[config.mk]
export PLATFORM = sky130hd
export DESIGN_NAME = wd_servicer_flat
export DESIGN_NICKNAME = d
export VERILOG_FILES = /design/src/rtl/wd_servicer_if.sv /design/src/rtl/wd_servicer.sv /design/src/flat_wrapper.sv
export SDC_FILE = /design/constraint.sdc
export NUM_CORES = 1
export LEC_CHECK = 0
export CAP_MARGIN = 30
export CORE_MARGIN = 1
export CORE_UTILIZATION = 45
export CTS_CLUSTER_SIZE = 28
export DETAILED_ROUTE_END_ITERATION = 10
export DONT_BUFFER_PORTS = 1
export PLACE_DENSITY_LB_ADDON = 0.25
export SKIP_CTS_REPAIR_TIMING = 1
export SYNTH_ARGS = -nofsm -noshare
export SYNTH_HDL_FRONTEND = slang
export SYNTH_SLANG_ARGS = --single-unit
[constraint.sdc]
create_clock -name clk -period 5.2 [get_ports clk]
set_clock_uncertainty 0.1 [all_clocks]
set_input_delay 1.04 -clock clk [delete_from_list [all_inputs] [get_ports clk]]
set_output_delay 1.04 -clock clk [all_outputs]
set_load 0.02 [all_outputs]
[src/rtl/wd_servicer_if.sv]
// Signal bundle between the watchdog servicer and its host/watchdog.
// Master drives config, kick and watchdog status; slave is the servicer.
interface wd_servicer_if;
    logic        cfg_valid;
    logic        cfg_ready;
    logic [1:0]  cfg_mode;
    logic [31:0] cfg_start;
    logic        kick_req;
    logic        clr_fault;
    logic        wd_int;
    logic        wd_timeout;
    logic        wd_flag;
    logic [1:0]  wd_mode;
    logic        wd_update;
    logic [31:0] wd_start;
    logic        fault;
    logic [7:0]  fail_cnt;

    modport master (
        output cfg_valid, cfg_mode, cfg_start, kick_req, clr_fault,
        output wd_int, wd_timeout,
        input  cfg_ready, wd_flag, wd_mode, wd_update, wd_start,
        input  fault, fail_cnt
    );

    modport slave (
        input  cfg_valid, cfg_mode, cfg_start, kick_req, clr_fault,
        input  wd_int, wd_timeout,
        output cfg_ready, wd_flag, wd_mode, wd_update, wd_start,
        output fault, fail_cnt
    );
endinterface

[src/rtl/wd_servicer.sv]
// Watchdog servicer: loads config, auto-kicks after a pre-timeout
// interrupt and escalates repeated timeouts into a sticky fault.
module wd_servicer #(
    parameter int unsigned KICK_DELAY = 4,
    parameter int unsigned MAX_FAIL   = 3
) (
    input  logic         clk,
    input  logic         rst_,
    wd_servicer_if.slave bus
);
    typedef enum logic [2:0] {IDLE, LOAD, ARMED, KICK, FAULT} state_t;

    localparam logic [7:0] KD = 8'(KICK_DELAY);
    localparam logic [7:0] MF = 8'(MAX_FAIL);

    state_t      state;
    state_t      state_nx;
    logic [1:0]  mode_q;
    logic [31:0] start_q;
    logic        int_q;
    logic        to_q;
    logic        pend;
    logic [7:0]  dly;
    logic [7:0]  fail_q;
    logic [7:0]  fail_inc;
    logic        int_edge;
    logic        to_edge;
    logic        to_event;
    logic        active;
    logic        xfer;
    logic        flag;
    logic        upd;
    logic        flt;
    logic [1:0]  mode;

    assign int_edge = bus.wd_int & ~int_q;
    assign to_edge  = bus.wd_timeout & ~to_q;
    assign active   = (state == LOAD) | (state == ARMED) | (state == KICK);
    assign to_event = (state == ARMED) & (pend | to_edge);
    assign fail_inc = (fail_q == 8'hff) ? fail_q : fail_q + 8'd1;

    // Ready drops while a timeout is being consumed so it cannot race a reload.
    assign bus.cfg_ready = rst_ & ((state == IDLE) | (state == ARMED))
                         & ~to_event;
    assign xfer = bus.cfg_valid & bus.cfg_ready;

    always_comb begin
        state_nx = state;
        flag     = 1'b0;
        upd      = 1'b0;
        flt      = 1'b0;
        mode     = {1'b0, mode_q[0]};
        unique case (state)
            IDLE: begin
                if (xfer) state_nx = LOAD;
            end
            LOAD: begin
                upd      = 1'b1;
                mode     = mode_q;
                state_nx = ARMED;
            end
            ARMED: begin
                mode = mode_q;
                if (to_event)
                    state_nx = (fail_inc >= MF) ? FAULT : KICK;
                else if (xfer)
                    state_nx = LOAD;
                else if (bus.kick_req)
                    state_nx = KICK;
                else if (dly == 8'd1)
                    state_nx = KICK;
            end
            KICK: begin
                flag     = 1'b1;
                mode     = mode_q;
                state_nx = ARMED;
            end
            FAULT: begin
                flt = 1'b1;
                if (bus.clr_fault) state_nx = IDLE;
            end
            default: state_nx = IDLE;
        endcase
    end

    assign bus.wd_flag   = flag;
    assign bus.wd_update = upd;
    assign bus.wd_mode   = mode;
    assign bus.fault     = flt;
    assign bus.wd_start  = start_q;
    assign bus.fail_cnt  = fail_q;

    always_ff @(posedge clk) begin
        if (!rst_) begin
            state   <= IDLE;
            mode_q  <= 2'b00;
            start_q <= 32'hffff_ffff;
            int_q   <= 1'b0;
            to_q    <= 1'b0;
            pend    <= 1'b0;
            dly     <= 8'd0;
            fail_q  <= 8'd0;
        end else begin
            state <= state_nx;
            int_q <= bus.wd_int;
            to_q  <= bus.wd_timeout;
            if (xfer) begin
                mode_q  <= bus.cfg_mode;
                start_q <= bus.cfg_start;
            end
            if (state == ARMED)
                pend <= 1'b0;
            else if (state == FAULT && bus.clr_fault)
                pend <= 1'b0;
            else if (to_edge && active)
                pend <= 1'b1;
            if (to_event)
                fail_q <= fail_inc;
            else if (state == FAULT && bus.clr_fault)
                fail_q <= 8'd0;
            // Any kick, manual or timeout-driven, cancels a pending auto-kick.
            if (!active || state == KICK || state_nx == KICK)
                dly <= 8'd0;
            else if (int_edge && KD != 8'd0)
                dly <= KD;
            else if (dly != 8'd0)
                dly <= dly - 8'd1;
        end
    end
endmodule

[src/flat_wrapper.sv]
// flat-port wrapper written by rule: the top's interface ports become plain ports
module wd_servicer_flat 
#(
    parameter int unsigned KICK_DELAY = 4,
    parameter int unsigned MAX_FAIL   = 3
)
  (clk, rst_, bus_cfg_valid, bus_cfg_mode, bus_cfg_start, bus_kick_req, bus_clr_fault, bus_wd_int, bus_wd_timeout, bus_cfg_ready, bus_wd_flag, bus_wd_mode, bus_wd_update, bus_wd_start, bus_fault, bus_fail_cnt);
  wd_servicer_if bus_i ();
  input  logic clk;
  input  logic rst_;
  input wire logic [$bits(bus_i.cfg_valid)-1:0] bus_cfg_valid;
  input wire logic [$bits(bus_i.cfg_mode)-1:0] bus_cfg_mode;
  input wire logic [$bits(bus_i.cfg_start)-1:0] bus_cfg_start;
  input wire logic [$bits(bus_i.kick_req)-1:0] bus_kick_req;
  input wire logic [$bits(bus_i.clr_fault)-1:0] bus_clr_fault;
  input wire logic [$bits(bus_i.wd_int)-1:0] bus_wd_int;
  input wire logic [$bits(bus_i.wd_timeout)-1:0] bus_wd_timeout;
  output wire logic [$bits(bus_i.cfg_ready)-1:0] bus_cfg_ready;
  output wire logic [$bits(bus_i.wd_flag)-1:0] bus_wd_flag;
  output wire logic [$bits(bus_i.wd_mode)-1:0] bus_wd_mode;
  output wire logic [$bits(bus_i.wd_update)-1:0] bus_wd_update;
  output wire logic [$bits(bus_i.wd_start)-1:0] bus_wd_start;
  output wire logic [$bits(bus_i.fault)-1:0] bus_fault;
  output wire logic [$bits(bus_i.fail_cnt)-1:0] bus_fail_cnt;
  assign bus_i.cfg_valid = bus_cfg_valid;
  assign bus_i.cfg_mode = bus_cfg_mode;
  assign bus_i.cfg_start = bus_cfg_start;
  assign bus_i.kick_req = bus_kick_req;
  assign bus_i.clr_fault = bus_clr_fault;
  assign bus_i.wd_int = bus_wd_int;
  assign bus_i.wd_timeout = bus_wd_timeout;
  assign bus_cfg_ready = bus_i.cfg_ready;
  assign bus_wd_flag = bus_i.wd_flag;
  assign bus_wd_mode = bus_i.wd_mode;
  assign bus_wd_update = bus_i.wd_update;
  assign bus_wd_start = bus_i.wd_start;
  assign bus_fault = bus_i.fault;
  assign bus_fail_cnt = bus_i.fail_cnt;
  wd_servicer #(.KICK_DELAY(KICK_DELAY), .MAX_FAIL(MAX_FAIL)) u_core (.clk(clk), .rst_(rst_), .bus(bus_i));
endmodule
# Word level (Yosys, flattened, before mapping)
# Cells that the tools add are included.
[word_totals] inputBits=41 ff_bits=56 elab_cells=64 output_inout_bits=46
[classes] n_mux=17 eq_ne=7 magnitude_cmp=1 addsub=2 n_bitwise=14 n_reduce_logical=14
[op_table] op="3-bit two-way mux" n=9
[op_table] op="8-bit two-way mux" n=3
[op_table] op="3-bit one-hot mux with 4 select lines" n=1
[op_table] op="3-bit by 2-bit == test with 1-bit output (second input constant)" n=3
[op_table] op="3-bit OR reduction" n=3
[op_table] op="8-bit by 1-bit adder with 8-bit output (second input constant)" n=1
[op_table] op="8-bit by 1-bit == test with 1-bit output (second input constant)" n=1
[op_table] op="8-bit == test (second input constant)" n=1
[op_table] op="8-bit by 2-bit >= comparator with 1-bit output (second input constant)" n=1
[op_table] op="8-bit nonzero test" n=1
[op_table] op="8-bit by 1-bit subtractor with 8-bit output (second input constant)" n=1
[op_table] op="1-bit AND" n=6
[op_table] op="1-bit inverter" n=4
[op_table] op="1-bit bitwise OR" n=4
[op_table] op="2-bit nonzero test" n=2
[op_table] op="2-bit OR reduction" n=2
[op_table] op="3-bit by 1-bit == test with 1-bit output (second input constant)" n=1
[op_table] op="3-bit == test (second input constant)" n=1
[op_table] op="3-bit logical NOT" n=1
[op_table] op="1-bit two-way mux" n=3
[op_table] op="1-bit logical AND" n=2
[op_table] op="1-bit logical OR" n=2
[op_table] op="2-bit two-way mux" n=1
[op_table] op="1-bit logical NOT" n=1

# Logic depth before layout (Yosys ltp)
# Gate-level depths: netlist of the first run.
[logic_depth] ltp_word=13 ltp_mapped=8 depth_no_buf=6

# Worst setup path after synthesis of the first run
# Ideal clock, no wire load.
[synth_path] path_kind="input-to-output" from="input port bus_wd_timeout" to="output port bus_cfg_ready" arrival_ns=1.846 n_path_buf=1 required_time_ns=4.060 slack_ns=2.214 stages=4 path_cell_list="nor2b_1 o211ai_1 buf_2 and3_1"
[synth_via] elab_chain_len=5
[synth_rtl] element="start: declaration" line_no="flat_wrapper.sv:17" rtl="input wire logic [$bits(bus_i.wd_timeout)-1:0] bus_wd_timeout;"
[synth_rtl] element="1-bit AND" line_no="wd_servicer.sv:37" rtl="assign to_edge = bus.wd_timeout & ~to_q;"
[synth_rtl] element="1-bit bitwise OR" line_no="wd_servicer.sv:39" rtl="assign to_event = (state == ARMED) & (pend | to_edge);"
[synth_rtl] element="1-bit AND" line_no="wd_servicer.sv:39"
[synth_rtl] element="1-bit inverter" line_no="wd_servicer.sv:44" rtl="& ~to_event;"
[synth_rtl] element="1-bit AND" line_no="wd_servicer.sv:44"
[synth_rtl] element="end: declaration" line_no="flat_wrapper.sv:18" rtl="output wire logic [$bits(bus_i.cfg_ready)-1:0] bus_cfg_ready;"
# Every way passes these cells.

# Final worst setup path of the first run
# Same ends and word-level chain as after synthesis.

==> metrics.yaml, run 1 <==
status:
  status: "complete, no violations"
global_route:
  antenna_found_initial: 0
  grt_first_pass_wirelength_um: 8700
  grt_usage: 0.1843
  grt.overflow.total: 0
  grt_max_degree: 53
  grt_pass1_vias: 1937
die:
  dieHeight_um: 76.37
  io_pins: 87
  start_util: 0.4781
  dieArea_um2: 5832
  rows: 26
  core_um2: 5205
  die_w_um: 76.37
clock_network:
  cts_tree: "done"
  cts_root_buf: "clkbuf_8"
  cts_sinks: 56
  cts_buffers: 5
  clk_pin_slew_ns: 0.10
  cts_max_level: 2
  clk_latency_ns: 0.31
  cts_buffer_depth: 2
power:
  p_seq_frac: 0.611
  net-switching-power_uw: 226.8
  swShare: 0.2833
  leakagePower_uw: 0.001067
  internal_power_uw: 573.6
  power_density_nw_per_um2: 309.3
  ir_worst_vdd_uv: 153.8
  power_frac_clock: 0.304
  pwr-share-comb: 0.085
critical_path:
  criticalPathCategory: "primary input to primary output"
  end_kind: "primary output"
  cp-start-kind: "primary input"
  crit_family: "compound AO/OA/AOI/OAI gates"
  worst-path-buf-inv: 0
  worst_path_max_delay_cell: "o211ai_1"
  cp_data_arrival_time_ns: 2.23
  required_ns: 4.06
  crit_path_max_incr_delay_ns: 0.64
  path_cells: "nor2b_1, o211ai_1, and3_1"
  crit_fanout: 11
timing:
  worst_pin_slew_ns: 0.7707
  finalHoldViolations: 0
  finalSetupTns_ns: 0
  relSlewSlack: 0.4839
  finalSetupViolCount: 0
  holdWs_ns: 0.3686
  max_freq_mhz: 296.8
  final.setup.worst_slack_ns: 1.830
  slew_viol_final: 0
  grt_setup_unrepaired: "false"
  finalCritPeriodShare: 0.6480
  layout_min_cycle_time_ns: 3.370
synthesis:
  syn-num-nets: 350
  synth_area_leaders: "dfxtp_1 (45%), nand2_1 (12%), nand3_1 (7.0%)"
  synthTopCellsByCount: "nand2_1 (79), dfxtp_1 (56), nand3_1 (35)"
  syn_inst: 305
  async_reset_ff_frac: 0
  synth_seq_area_share: 0.4505
  synth_top_area_share: 0.4505
  yosysWarnings: 0
  synth_edf_count: 0
  yosysMostFrequentCell: "nand2_1"
  yosysTopAreaCell: "dfxtp_1"
  synth_area_um2: 2489
  syn_area_per_cell_um2: 8.159
  synth_cell_types: 46
  ys_ff_latch: 56
  synth_ff_type: "dfxtp_1"
finish:
  multi_input_area_um2: 1255
  diodes: 0
  syn2layout_area_growth_pct: 3.972
  regArea_um2: 1121
  num-fill-cells: 550
  drive_gt1_frac: 0.07458
  nets: 339
detailed_routing:
  drt-pass1-iter-count: 4
  finalWirelength_um: 5359
  vias_per_cell: 5.578
  drt_iter0_drc: 112
  num_vias: 2036
  drcViolationCount: 0
  postRouteAntennaNets: 0
  routedWlPerCell_um: 14.68
run:
  maxCapViolations: 0
min_path:
  min_path_type: "flip-flop to flip-flop"
placed_design:
  portBuffers: 0
  dpl.hpwl_um: 3704
  place_congestion: 0.8446
  dp_worst_setup_slack_ns: 1.828
-- logic make-up after synthesis --
family | Yosys count | share of synthesized area
AND/OR/NAND/NOR | 172 | 0.3389
multiplexers | 2 | 0.008547
buffers and inverters | 25 | 0.04525
flip-flops | 56 | 0.4505
adder cells (fa/ha/maj) | 4 | 0.02011
XOR/XNOR | 7 | 0.02464
AO/OA/AOI/OAI | 39 | 0.1121
-- layout make-up --
class / instances / share of cell area
inverter: 5 / 0.007253
tap: 70 / 0.03385
sequential: 56 / 0.4333
timing repair buffer: 2 / 0.005803
clock inverter: 3 / 0.008221
multi-input combinational: 224 / 0.4850
clock buffer: 5 / 0.02660
-- per-layer routing --
layer  up-vias  routed length, um  part of all wire  track usage
met1       933               2341              0.44       0.2278
met3         9                475             0.089      0.06587
met5         -                  0                 0            0
met4         0                 80             0.015      0.05769
met2        76               2461              0.46       0.2991
li1       1018                  -                 -            -
-- power by group through the flow --
stage	logic [uW]	clock network [uW]	registers (uW)
after floorplan	66.7	0	492
after global placement	66.7	0	499
after detailed placement	69.0	0	499
after CTS	68.6	252	489
after global routing	79.1	268	492
final	68.0	244	489
-- per-stage QoR --
stage / cells / power [uW] / area (um2) / util
floorplan: 305 / 558.8 / 2489 / -
global placement: 357 / 565.6 / 2497 / 0.4798
detailed placement: 357 / 567.9 / 2497 / 0.4798
CTS: 365 / 809.9 / 2587 / 0.4971
global route: 365 / 838.6 / 2587 / 0.4971
finish: 365 / 800.3 / 2587 / 0.4971
-- sequential cells by signal, summed over array words and instances, names as in the netlist --
name and flops:
u_core.mode_q 2, u_core.dly 8, u_core.bus.fail_cnt 8, u_core.state 3, u_core.pend 1, u_core.bus.wd_start 32
u_core.to_q 1, u_core.int_q 1
-- layout by cell type (no fill, tap or decap), types with 2 or more instances in the layout --
cell | netlist | routed
clkbuf_8 | 0 | 5
xor2_1 | 2 | 2
a31oi_1 | 8 | 8
a21boi_0 | 2 | 2
nand2b_1 | 2 | 2
and3_1 | 7 | 7
ha_1 | 4 | 4
nor3_1 | 6 | 6
buf_4 | 2 | 2
a21oi_1 | 8 | 8
dfxtp_1 | 56 | 56
nand4_1 | 2 | 2
nand2_1 | 79 | 79
xnor2_1 | 5 | 5
nand3_1 | 35 | 35
or4_4 | 2 | 2
o21ai_0 | 7 | 7
nor3b_1 | 6 | 6
nor2b_1 | 6 | 6
nor4_4 | 2 | 2
inv_1 | 5 | 5
nor2_1 | 16 | 16
and2_1 | 3 | 3
-- worst min-delay path: cells and delay by family, from the launching register on --
| family | cells | cell delay, ns |
|---|---|---|
| and+or+nand+nor | 1 | 0.04 |
| DFF | 1 | 0.32 |
| AOI/OAI and AO/OA | 1 | 0.06 |
-- final timing paths --
kind / startpoint / endpoint / slack [ns] / depth (start not counted)
setup / recovery: bus_wd_timeout / bus_cfg_ready / 1.83 / 3
hold / removal: u_core.mode_q[1]$_SDFFE_PN0P_ / u_core.mode_q[1]$_SDFFE_PN0P_ / 0.37 / 2
setup reg to reg: u_core.bus.fail_cnt[0]$_SDFFE_PN0P_ / u_core.dly[3]$_SDFFE_PP0P_ / 2.67 / 5
hold reg to reg: u_core.mode_q[1]$_SDFFE_PN0P_ / u_core.mode_q[1]$_SDFFE_PN0P_ / 0.37 / 2
Note: power is estimated with default switching activity, not from simulation.
==> run 2: changes to the inputs <==
==> constraint.sdc (replaced) <==
create_clock -name clk -period 2.8 [get_ports clk]
set_clock_uncertainty 0.1 [all_clocks]
set_input_delay 0.56 -clock clk [delete_from_list [all_inputs] [get_ports clk]]
set_output_delay 0.56 -clock clk [all_outputs]
set_load 0.02 [all_outputs]
==> metrics.yaml, run 2 (synthesis results as in run 1) <==
critical_path:
  crit_fanout: 8
  reg2reg_slack_ns: 0.38
  r2r-start: "u_core.bus.fail_cnt[1]$_SDFFE_PN0P_"
  reg2reg_depth: 5
  criticalPathCategory: "flip-flop to flip-flop"
  cp_data_arrival_time_ns: 2.50
  end_kind: "flip-flop"
  cp-start-kind: "flip-flop"
  rr_endpoint: "u_core.dly[3]$_SDFFE_PP0P_"
  required_ns: 2.88
power:
  power_frac_clock: 0.311
  ir_worst_vdd_uv: 292.5
  swShare: 0.2851
  p_seq_frac: 0.604
  finalPower_uw: 1500
  power_density_nw_per_um2: 573.5
  internal_power_uw: 1073
  pwr-share-comb: 0.085
  net-switching-power_uw: 427.7
  leakagePower_uw: 0.001084
timing:
  layout_min_cycle_time_ns: 2.425
  finalCritPeriodShare: 0.8659
  worst_pin_slew_ns: 0.5195
  grt_setup_unrepaired: "false"
  final.setup.worst_slack_ns: 0.3754
  finalHoldViolations: 0
  relSlewSlack: 0.6511
  max_freq_mhz: 412.4
  finalSetupTns_ns: 0
  finalSetupViolCount: 0
  slew_viol_final: 0
global_route:
  use_met1: 0.2376
  grt_max_degree: 53
  grt.overflow.total: 0
  grt_util_met2: 0.2991
  grt_pass1_vias: 1954
  use_met3: 0.06228
  grt_first_pass_wirelength_um: 8990
  grt_usage: 0.1888
  antenna_found_initial: 0
  busiest_layer: "met2"
finish:
  final_common_cell: "nand2_1"
  post-route-util: 0.5026
  syn2layout_area_growth_pct: 5.128
  drive_gt1_frac: 0.08389
  nets: 342
  num-fill-cells: 509
  post-route-cell-area_um2: 2616
  diodes: 0
  largest_reg_flops: 32
  layout_common_cells: "nand2_1 (79), dfxtp_1 (56), nand3_1 (35), nor2_1 (16)"
placed_design:
  place_congestion: 0.7738
  portBuffers: 0
  placed_area_um2: 2520
  dpl.hpwl_um: 3582
  dp_worst_setup_slack_ns: 0.4022
clock_network:
  cts_buffer_depth: 2
  cts_tree: "done"
  cts_buffers: 5
  cts_sinks: 56
  cts_root_buf: "clkbuf_8"
  clk_pin_slew_ns: 0.11
  clk_latency_ns: 0.31
  cts_max_level: 2
die:
  core_um2: 5205
  io_pins: 87
  rows: 26
  dieArea_um2: 5832
  start_util: 0.4781
  die_w_um: 76.37
  dieHeight_um: 76.37
min_path:
  min_path_type: "primary input to flip-flop"
  hold-path-cell-count: 1
  hp-start: "rst_"
  min_to: "u_core.bus.wd_start[24]$_SDFFE_PN1P_"
run:
  maxCapViolations: 0
detailed_routing:
  vias_per_cell: 5.565
  num_vias: 2048
  postRouteAntennaNets: 0
  drcViolationCount: 0
  drt_iter0_drc: 66
  routedWlPerCell_um: 14.21
  finalWirelength_um: 5230
  drt-pass1-iter-count: 4
status:
  status: "complete, no violations"
-- run 2: power by group through the flow --
| stage | combinational (uW) | sequential [uW] | clock [uW] |
|---|---|---|---|
| 2_1_floorplan | 124 | 914 | 0 |
| 3_3_place_gp | 126 | 925 | 0 |
| 3_5_place_dp | 130 | 925 | 0 |
| 4_1_cts | 130 | 907 | 490 |
| 5_1_grt | 150 | 912 | 517 |
| 6_report | 128 | 907 | 466 |
-- run 2: how the worst max path moves through the flow --
stage                                        startpoint                          to  cells after the start
floorplan           u_core.bus.fail_cnt[0]$_SDFFE_PN0P_  u_core.dly[0]$_SDFFE_PP0P_                      5
global placement    u_core.bus.fail_cnt[1]$_SDFFE_PN0P_  u_core.dly[0]$_SDFFE_PP0P_                      5
detailed placement  u_core.bus.fail_cnt[1]$_SDFFE_PN0P_  u_core.dly[3]$_SDFFE_PP0P_                      5
finish              u_core.bus.fail_cnt[1]$_SDFFE_PN0P_  u_core.dly[3]$_SDFFE_PP0P_                      5
global route        u_core.bus.fail_cnt[1]$_SDFFE_PN0P_  u_core.dly[3]$_SDFFE_PP0P_                      5
CTS                 u_core.bus.fail_cnt[1]$_SDFFE_PN0P_  u_core.dly[3]$_SDFFE_PP0P_                      5
-- run 2: stage by stage --
stage	hold WS, ns	instances
6_report	0.2126	368
5_1_grt	0.1890	368
4_1_cts	0.2000	368
3_5_place_dp	0.3636	360
3_3_place_gp	0.3567	360
2_1_floorplan	0.3386	305
-- run 2: per-layer routing --
metal | up-vias | part of all wire
li1 | 1025 | -
met3 | 9 | 0.079
met5 | - | 0
met4 | 0 | 0.017
met2 | 78 | 0.45
met1 | 936 | 0.45
-- run 2: cell type report --
type                    instances  area (um2)  area share
multi-input cells             224        1255      0.4797
flip-flops and latches         56        1121      0.4285
well taps                      70       87.58     0.03348
clock buffers                   5       68.82     0.02630
repair buffers                  5       37.54     0.01435
clock inverters                 3       27.53     0.01052
inverters                       5       18.77    0.007174
-- run 2: worst max-delay path, stage by stage, from the launching register on --
cell and delay (ns):
dfxtp_1 0.50, ha_1 0.30, a2111oi_0 0.43, a31oi_1 0.26, nor4_4 0.58, nor3_1 0.13
